File: src/rtl/rrf_multi_allocate.sv
// rrf_multi_allocate: multi-slot RRF allocator with commit pointer, flush reclaim and wrap/phase tracking.
// Define RRF_PARTIAL_GRANT_EN to grant as many entries as are available instead of all-or-nothing.
module rrf_multi_allocate #(
  parameter int RRF_NUM   = 64,
  parameter int RRF_SEL   = 6,
  parameter int DP_WIDTH  = 2,
  parameter int COM_WIDTH = 2
) (
  input  logic                         clk_i,
  input  logic                         reset_i,
  input  logic [2:0]                   req_num_i,
  input  logic                         stall_dp_i,
  input  logic [2:0]                   com_num_i,
  input  logic                         flush_i,
  output logic                         rrf_allocatable_o,
  output logic [2:0]                   grant_num_o,
  output logic [DP_WIDTH*RRF_SEL-1:0]  rrftag_o,
  output logic [RRF_SEL:0]             freenum_o,
  output logic [RRF_SEL-1:0]           rrfptr_o,
  output logic [RRF_SEL-1:0]           comptr_o,
  output logic                         rrf_phase_o,
  output logic                         nextrrfcyc_o
);
  localparam logic [RRF_SEL:0]   num1 = (RRF_SEL+1)'(RRF_NUM);
  localparam logic [RRF_SEL+1:0] num2 = (RRF_SEL+2)'(RRF_NUM);
  // Sums stay below 2*RRF_NUM, so one conditional subtraction replaces a modulo.
  function automatic logic [RRF_SEL-1:0] wrap(input logic [RRF_SEL:0] s);
    return s >= num1 ? RRF_SEL'(s - num1) : s[RRF_SEL-1:0];
  endfunction
  logic [2:0]           req, com, grant;
  logic [RRF_SEL+1:0]   avail, free_nxt, occ;
  logic [RRF_SEL:0]     rsum, csum;
  logic [RRF_SEL-1:0]   comptr_nxt;
  logic                 fire, wrapped, cwrap, comphase;
  always_comb begin
    req               = req_num_i > 3'(DP_WIDTH) ? 3'(DP_WIDTH) : req_num_i;
    com               = com_num_i > 3'(COM_WIDTH) ? 3'(COM_WIDTH) : com_num_i;
    avail             = {1'b0, freenum_o} + (RRF_SEL+2)'(com);
    rrf_allocatable_o = avail >= (RRF_SEL+2)'(req);
    fire              = ~stall_dp_i & ~flush_i & rrf_allocatable_o & (req != 3'd0);
`ifdef RRF_PARTIAL_GRANT_EN
    grant             = (~stall_dp_i & ~flush_i) ? (rrf_allocatable_o ? req : avail[2:0]) : 3'd0;
`else
    grant             = fire ? req : 3'd0;
`endif
    rsum              = {1'b0, rrfptr_o} + (RRF_SEL+1)'(grant);
    csum              = {1'b0, comptr_o} + (RRF_SEL+1)'(com);
    wrapped           = rsum >= num1;
    cwrap             = csum >= num1;
    comptr_nxt        = wrap(csum);
    free_nxt          = avail - (RRF_SEL+2)'(grant);
    occ               = num2 - {1'b0, freenum_o};
  end
  assign grant_num_o = grant;
  for (genvar i = 0; i < DP_WIDTH; i++) begin : g_tag
    assign rrftag_o[i*RRF_SEL +: RRF_SEL] = wrap({1'b0, rrfptr_o} + (RRF_SEL+1)'(i));
  end
  always_ff @(posedge clk_i) begin
    if (reset_i) begin
      freenum_o    <= num1;
      rrfptr_o     <= '0;
      comptr_o     <= '0;
      comphase     <= 1'b0;
      rrf_phase_o  <= 1'b0;
      nextrrfcyc_o <= 1'b0;
    end else begin
      comptr_o <= comptr_nxt;
      comphase <= comphase ^ cwrap;
      if (flush_i) begin
        rrfptr_o     <= comptr_nxt;
        freenum_o    <= num1;
        rrf_phase_o  <= comphase ^ cwrap;
        nextrrfcyc_o <= 1'b0;
      end else begin
        rrfptr_o     <= wrap(rsum);
        freenum_o    <= free_nxt > num2 ? num1 : free_nxt[RRF_SEL:0];
        rrf_phase_o  <= rrf_phase_o ^ wrapped;
        nextrrfcyc_o <= wrapped;
      end
    end
  end
  // Retiring more entries than are live indicates a COM-stage bug.
  a_legal_commit: assert property (@(posedge clk_i) disable iff (reset_i) (RRF_SEL+2)'(com) <= occ);
endmodule

File: config.mk
export PLATFORM = sky130hd
export DESIGN_NAME = rrf_multi_allocate
export DESIGN_NICKNAME = d
export VERILOG_FILES = /design/src/rtl/rrf_multi_allocate.sv
export SDC_FILE = /design/constraint.sdc
export NUM_CORES = 1
export LEC_CHECK = 0
export BUFFER_PORTS_ARGS = -buffer_cell sky130_fd_sc_hd__buf_4
export CAP_MARGIN = 20
export CORE_UTILIZATION = 25
export DETAILED_ROUTE_END_ITERATION = 8
export PLACE_DENSITY = 0.53
export REMOVE_ABC_BUFFERS = 1
export SLEW_MARGIN = 20
export SYNTH_ARGS = -nofsm -noshare
export SYNTH_HDL_FRONTEND = slang
export SYNTH_SLANG_ARGS = --single-unit
File: constraint.sdc
create_clock -name clk_i -period 11.6 [get_ports clk_i]
set_input_delay 0.58 -clock clk_i [delete_from_list [all_inputs] [get_ports clk_i]]
set_output_delay 0.58 -clock clk_i [all_outputs]
set_load 0.02 [all_outputs]
After elaboration in Yosys (flattened, before gate mapping)
Cells that the tools add are included.
{"block": "totals", "ff_bits": 22, "in_bits": 10, "out_inout_bits": 37, "wordCells": 42}
{"block": "classes", "add_sub_neg": 9, "order_cmp": 8, "mux": 9, "bitwise": 7, "reduce_logical": 3}
{"cell": "$mux 6", "n": 5}
{"cell": "$sub 6x1->6 const B", "n": 4}
{"cell": "$ge 7x7->1 const B", "n": 3}
{"cell": "$add 6x3->7", "n": 2}
{"cell": "$mux 3", "n": 3}
{"cell": "$add 7x3->8", "n": 1}
{"cell": "$ge 8x3->1", "n": 1}
{"cell": "$gt 8x7->1 const B", "n": 1}
{"cell": "$sub 8x3->8", "n": 1}
{"cell": "$add 6x1->7 const B", "n": 1}
{"cell": "$ge 6x7->1 const B", "n": 1}
{"cell": "$gt 3x2->1 const B", "n": 2}
{"cell": "$and 1x1->1", "n": 3}
{"cell": "$reduce_bool 3->1", "n": 1}
{"cell": "$reduce_or 3->1", "n": 1}
{"cell": "$not 1->1", "n": 2}
{"cell": "$reduce_or 2->1", "n": 1}
{"cell": "$xor 1x1->1", "n": 2}
{"cell": "$mux 1", "n": 1}

Depth between registers and ports, before layout
{"block": "depth", "depth_word": 11, "mapped_depth": 20}

Worst setup path before layout
No wires, ideal clock.
{"block": "synth_path", "path_type": "in2reg", "from": "input com_num_i[1]", "to": "register freenum_o[2]", "setup_time_ps": 130, "t_arrival_ps": 4666, "t_required_ps": 11470, "path_slack_ps": 6804, "stages": 20, "n_path_buf": 0, "cell_sequence": "or2_1 inv_1 and2_1 ha_1 inv_1 fa_1 inv_1 ha_1 a21o_1 a211oi_1 or3_1 nor2b_1 ha_1 fa_1 inv_1 a21oi_1 a21bo_2 and3_4 o41ai_4 nor2_1"}
{"block": "synth_between", "elab_chain_len": 10}
{"item": "start, declared", "line": "13", "text": "input logic [2:0] com_num_i,"}
{"item": "$gt 3x2->1", "line": "37", "text": "com = com_num_i > 3'(COM_WIDTH) ? 3'(COM_WIDTH) : com_num_i;"}
{"item": "$mux 3 *", "line": "37"}
{"item": "$add 7x3->8 *", "line": "38", "text": "avail = {1'b0, freenum_o} + (RRF_SEL+2)'(com);"}
{"item": "$ge 8x3->1 *", "line": "39", "text": "rrf_allocatable_o = avail >= (RRF_SEL+2)'(req);"}
{"item": "$and 1x1->1 * (2 in series)", "line": "40", "text": "fire = ~stall_dp_i & ~flush_i & rrf_allocatable_o & (req != 3'd0);"}
{"item": "$mux 3 *", "line": "44", "text": "grant = fire ? req : 3'd0;"}
{"item": "via grant_num_o[0]", "line": "16", "text": "output logic [2:0] grant_num_o,"}
{"item": "$sub 8x3->8 *", "line": "51", "text": "free_nxt = avail - (RRF_SEL+2)'(grant);"}
{"item": "$gt 8x7->1", "line": "76", "text": "freenum_o <= free_nxt > num2 ? num1 : free_nxt[RRF_SEL:0];"}
{"item": "$reduce_or 3->1 (no source line)"}
{"item": "end signal, assigned", "line": "60", "text": "freenum_o <= num1;"}
{"item": "end signal, assigned", "line": "71", "text": "freenum_o <= num1;"}
{"item": "end signal, assigned", "line": "76"}
{"item": "end, declared", "line": "18", "text": "output logic [RRF_SEL:0] freenum_o,"}
The timed path passes the listed nets; every way through them passes the cells marked *.
A chain may end at the register's enable or synchronous reset.

Final worst setup path
{"block": "layout_path", "from": "input com_num_i[1]", "to": "register freenum_o[2]"}
{"block": "layout_between", "elab_chain_len": 10}
{"item": "$gt 3x2->1", "line": "37"}
{"item": "$mux 3 *", "line": "37"}
{"item": "$add 7x3->8 *", "line": "38"}
{"item": "$ge 8x3->1", "line": "39"}
{"item": "$and 1x1->1 (2 in series)", "line": "40"}
{"item": "$mux 3", "line": "44"}
{"item": "$sub 8x3->8 *", "line": "51"}
{"item": "$gt 8x7->1", "line": "76"}
{"item": "$reduce_or 3->1 (no source line)"}
Mark *: on every way between the ends. The rest lies on a longest branch, timed or not.

==> metrics.yaml <==
timing:
  finalSetupTns_ns: 0
  drv_slew: 0
  max_freq_mhz: 209.3
  final.setup_skew_ns: 0.007948
  finalHoldViolCount: 0
  setup_ws_final_ns: 6.823
  min_period_ns: 4.777
  rsz0062_at_grt: "no"
  slew_headroom: 0.6412
  timing_worst_slew_pin_value_ns: 0.5350
  finalCritPeriodShare: 0.4118
  final-setup-viol-count: 0
setup_path:
  timing.reg2reg.worst_path_depth: 17
  critical_path.n_buffers_inverters: 5
  critical_path.endpoint_type: "flip-flop"
  critical_path_arrival_ns: 4.92
  critical-path-max-stage-delay_ns: 0.55
  setup_cp_type: "in2reg"
  worst-path-max-fanout: 6
  critical_path.reg2reg.startpoint: "freenum_o[0]"
  crit_chain: "buf_4 -> or2_1 -> inv_1 -> and2_1 -> ha_1 -> inv_1 -> fa_1 -> inv_1 -> ha_1 -> a21o_1 -> a211oi_1 -> or3_1 -> nor2b_1 -> ha_1 -> fa_1 -> inv_1 -> a21oi_1 -> a21bo_2 -> and3_4 -> o41ai_4 -> nor2_1"
  crit_top_cell: "inv_1"
  critical_path_s_top_delay_family: "adder cells"
  rrSetupSlack_ns: 7.41
  critical_path.startpoint_type: "input pin"
  worst_r2r_endpoint: "freenum_o[2]"
  critPathRequiredTime_ns: 11.74
  cpMaxStageDelayCell: "fa_1"
floorplan:
  floorplan.die.width_um: 84.50
  pin_count: 47
  die-area_um2: 7140
  coreArea_um2: 6459
  initial_core_utilization: 0.2635
  die_height_um: 84.50
  core.rowCount: 29
cells_and_area:
  antenna_cells: 0
  drive_gt1_frac: 0.2479
  nets: 265
  final_cell_count_no_fill: 311
  layout.cell_area.non_filler_um2: 2126
  areaGrowthSynthToFinish_pct: 24.93
global_routing:
  globalRouteOverflowTotal: 0
  globalRouteMet3Util: 0.02360
  grt_pass1_vias: 1397
  antenna_found_initial: 0
  most_congested_layer_reported_by_global_routing: "met2"
  globalRouteMet1Util: 0.1580
  grt_pass1_wl_um: 6624
  maximum_number_of_pins_on_one_net_before_global_route_repair: 14
  grt_use_met2: 0.1914
  gr-usage-all-layers: 0.1163
synthesis:
  synthCells: 193
  post_synth_instance_area_um2: 1702
  synth.top_cells.by_count: "24 x nor2_1, 22 x dfxtp_1, 16 x ha_1"
  post_synth.cell_area_avg_um2: 8.817
  yosysMostFrequentCell: "nor2_1"
  synthFlopType: "dfxtp_1"
  post_synth_xor_area_fraction: 0.08750
  synth-async-reset-ratio: 0
  synth_top_area_frac: 0.2588
  synth_simple_gate_area_share: 0.2118
  netlist.top_cell.by_area: "dfxtp_1"
  synth-seq-area-share: 0.2588
  yosys.area_share.adder: 0.1647
  postSynthRegisterBits: 22
  synth_edf_count: 0
  synth_area_in_compound_gates: 0.1816
  yosys-mux-area-fraction: 0.01765
  synth-warning-count: 0
  synth.distinct_cells: 46
  synth_top_family_by_area: "simple AND/OR/NAND/NOR gates"
  yosys-top-cells-area: "dfxtp_1 26%, ha_1 12%, nor2_1 5.3%"
worst_hold_path:
  hold_path_startpoint: "comptr_o[5]"
  hold_depth: 2
  hold_end: "comptr_o[5]"
  worst_hold_path_type: "reg2reg"
power_and_ir_drop:
  power_per_cell_area_nw_per_um2: 124.5
  p_leak_nw: 0.9629
  vdd.ir_drop.worst_v: 0.00005657
placement:
  portBuffers: 45
  placedInstanceArea_um2: 2071
  place_congestion: 0.9080
  detailed_place_hpwl_um: 3267
  dpl.cell_count: 307
  preCtsSetupSlack_ns: 6.499
outcome:
  failed_checks: "DRC"
  outcome: "complete, but fails checks"
clock_tree:
  htreeDepth: 1
  clk_pin_slew_worst_paths_ns: 0.08
  cts-root-buf: "clkbuf_8"
  cts.sinks: 22
  post_cts_resized: 0
  post-cts-setup-buffers: 0
  insertion_delay_ns: 0.26
  cts_buffer_depth: 2
  cts_inserted_buffers: 3
  post_cts_hold_buffer_count: 0
  tritoncts: "built"
drt:
  ant_nets: 0
  drt_first_iter_violations: 64
  drt-wirelength-per-cell_um: 12.91
  drcViolationCount: 6
  finalWirelength_um: 4015
  vias: 1452
  viasPerCell: 4.669
  first_pass_iters: 6
flow_run:
  drv.max_cap_violation_count: 0
## state kept, by name, indices dropped and copies added (netlist names)
signal and count:
freenum_o 7, comphase 1, rrfptr_o 6, nextrrfcyc_o 1, comptr_o 6, rrf_phase_o 1
## cell usage in the layout, fill, tap and decap left out, types with 7 or more instances in the layout
master   count
inv_1       12
xor2_1       7
nor2_1      24
ha_1        16
xnor2_1     10
a21oi_1     10
dfxtp_1     22
nand3_1     10
buf_4       45
## worst max-delay path by stage
stage	startpoint	endpoint	slack, ns	cells after the start
5_1_grt	com_num_i[1]	freenum_o[3]	6.42	21
3_3_place_gp	com_num_i[1]	freenum_o[2]	6.54	21
4_1_cts	com_num_i[1]	freenum_o[2]	6.77	21
2_1_floorplan	com_num_i[1]	freenum_o[2]	6.80	20
3_5_place_dp	com_num_i[1]	freenum_o[2]	6.50	21
6_report	com_num_i[1]	freenum_o[2]	6.82	21
## routing by layer
layer	up-vias	wire, um
li1	735	-
met1	667	1906
met2	46	1870
met3	4	214
met4	0	24
met5	-	0
## worst register-to-register path, delay by kind of cell (launching register included)
family,cells,cell delay (ns)
fa+ha+maj,5,1.55
flops,1,0.37
buf+inv,3,0.21
simple gates,4,0.89
compound gates,5,1.07
## cell type report
class                   count  area [um2]
fillers                   685        4333
multi-input cells         151        1151
flip-flops and latches     22       440.4
repair buffers             45       337.8
well taps                  77       96.34
clock buffers               4       55.05
inverters                  12       45.04
## kinds of logic (layout without fill, tap and decap cells)
group	count (synthesis)	after routing
AOI/OAI and AO/OA	37	37
xor gates and xnor gates	17	17
adders and majority gates	20	20
buffers and inverters	24	61
DFF	22	22
muxes	3	3
other	2	6
and+or+nand+nor	68	68
## per-stage QoR
step / hold WS, ns / power, W / util
after floorplan: 0.4992 / 0.0001726 / -
after CTS: 0.5591 / 0.0002685 / 0.3291
after global placement: 0.5321 / 0.0002135 / 0.3206
after detailed placement: 0.5430 / 0.0002131 / 0.3206
after global routing: 0.5948 / 0.0002832 / 0.3291
final: 0.5621 / 0.0002646 / 0.3291
## power breakdown
group | switching, W | leakage [nW] | internal (W)
Combinational | 0.0000649 | 0.754 | 0.0000500
Clock | 0.0000238 | 0.0288 | 0.0000302
Sequential | 0.0000123 | 0.180 | 0.0000834
Note: power is estimated with default switching activity, not from simulation.
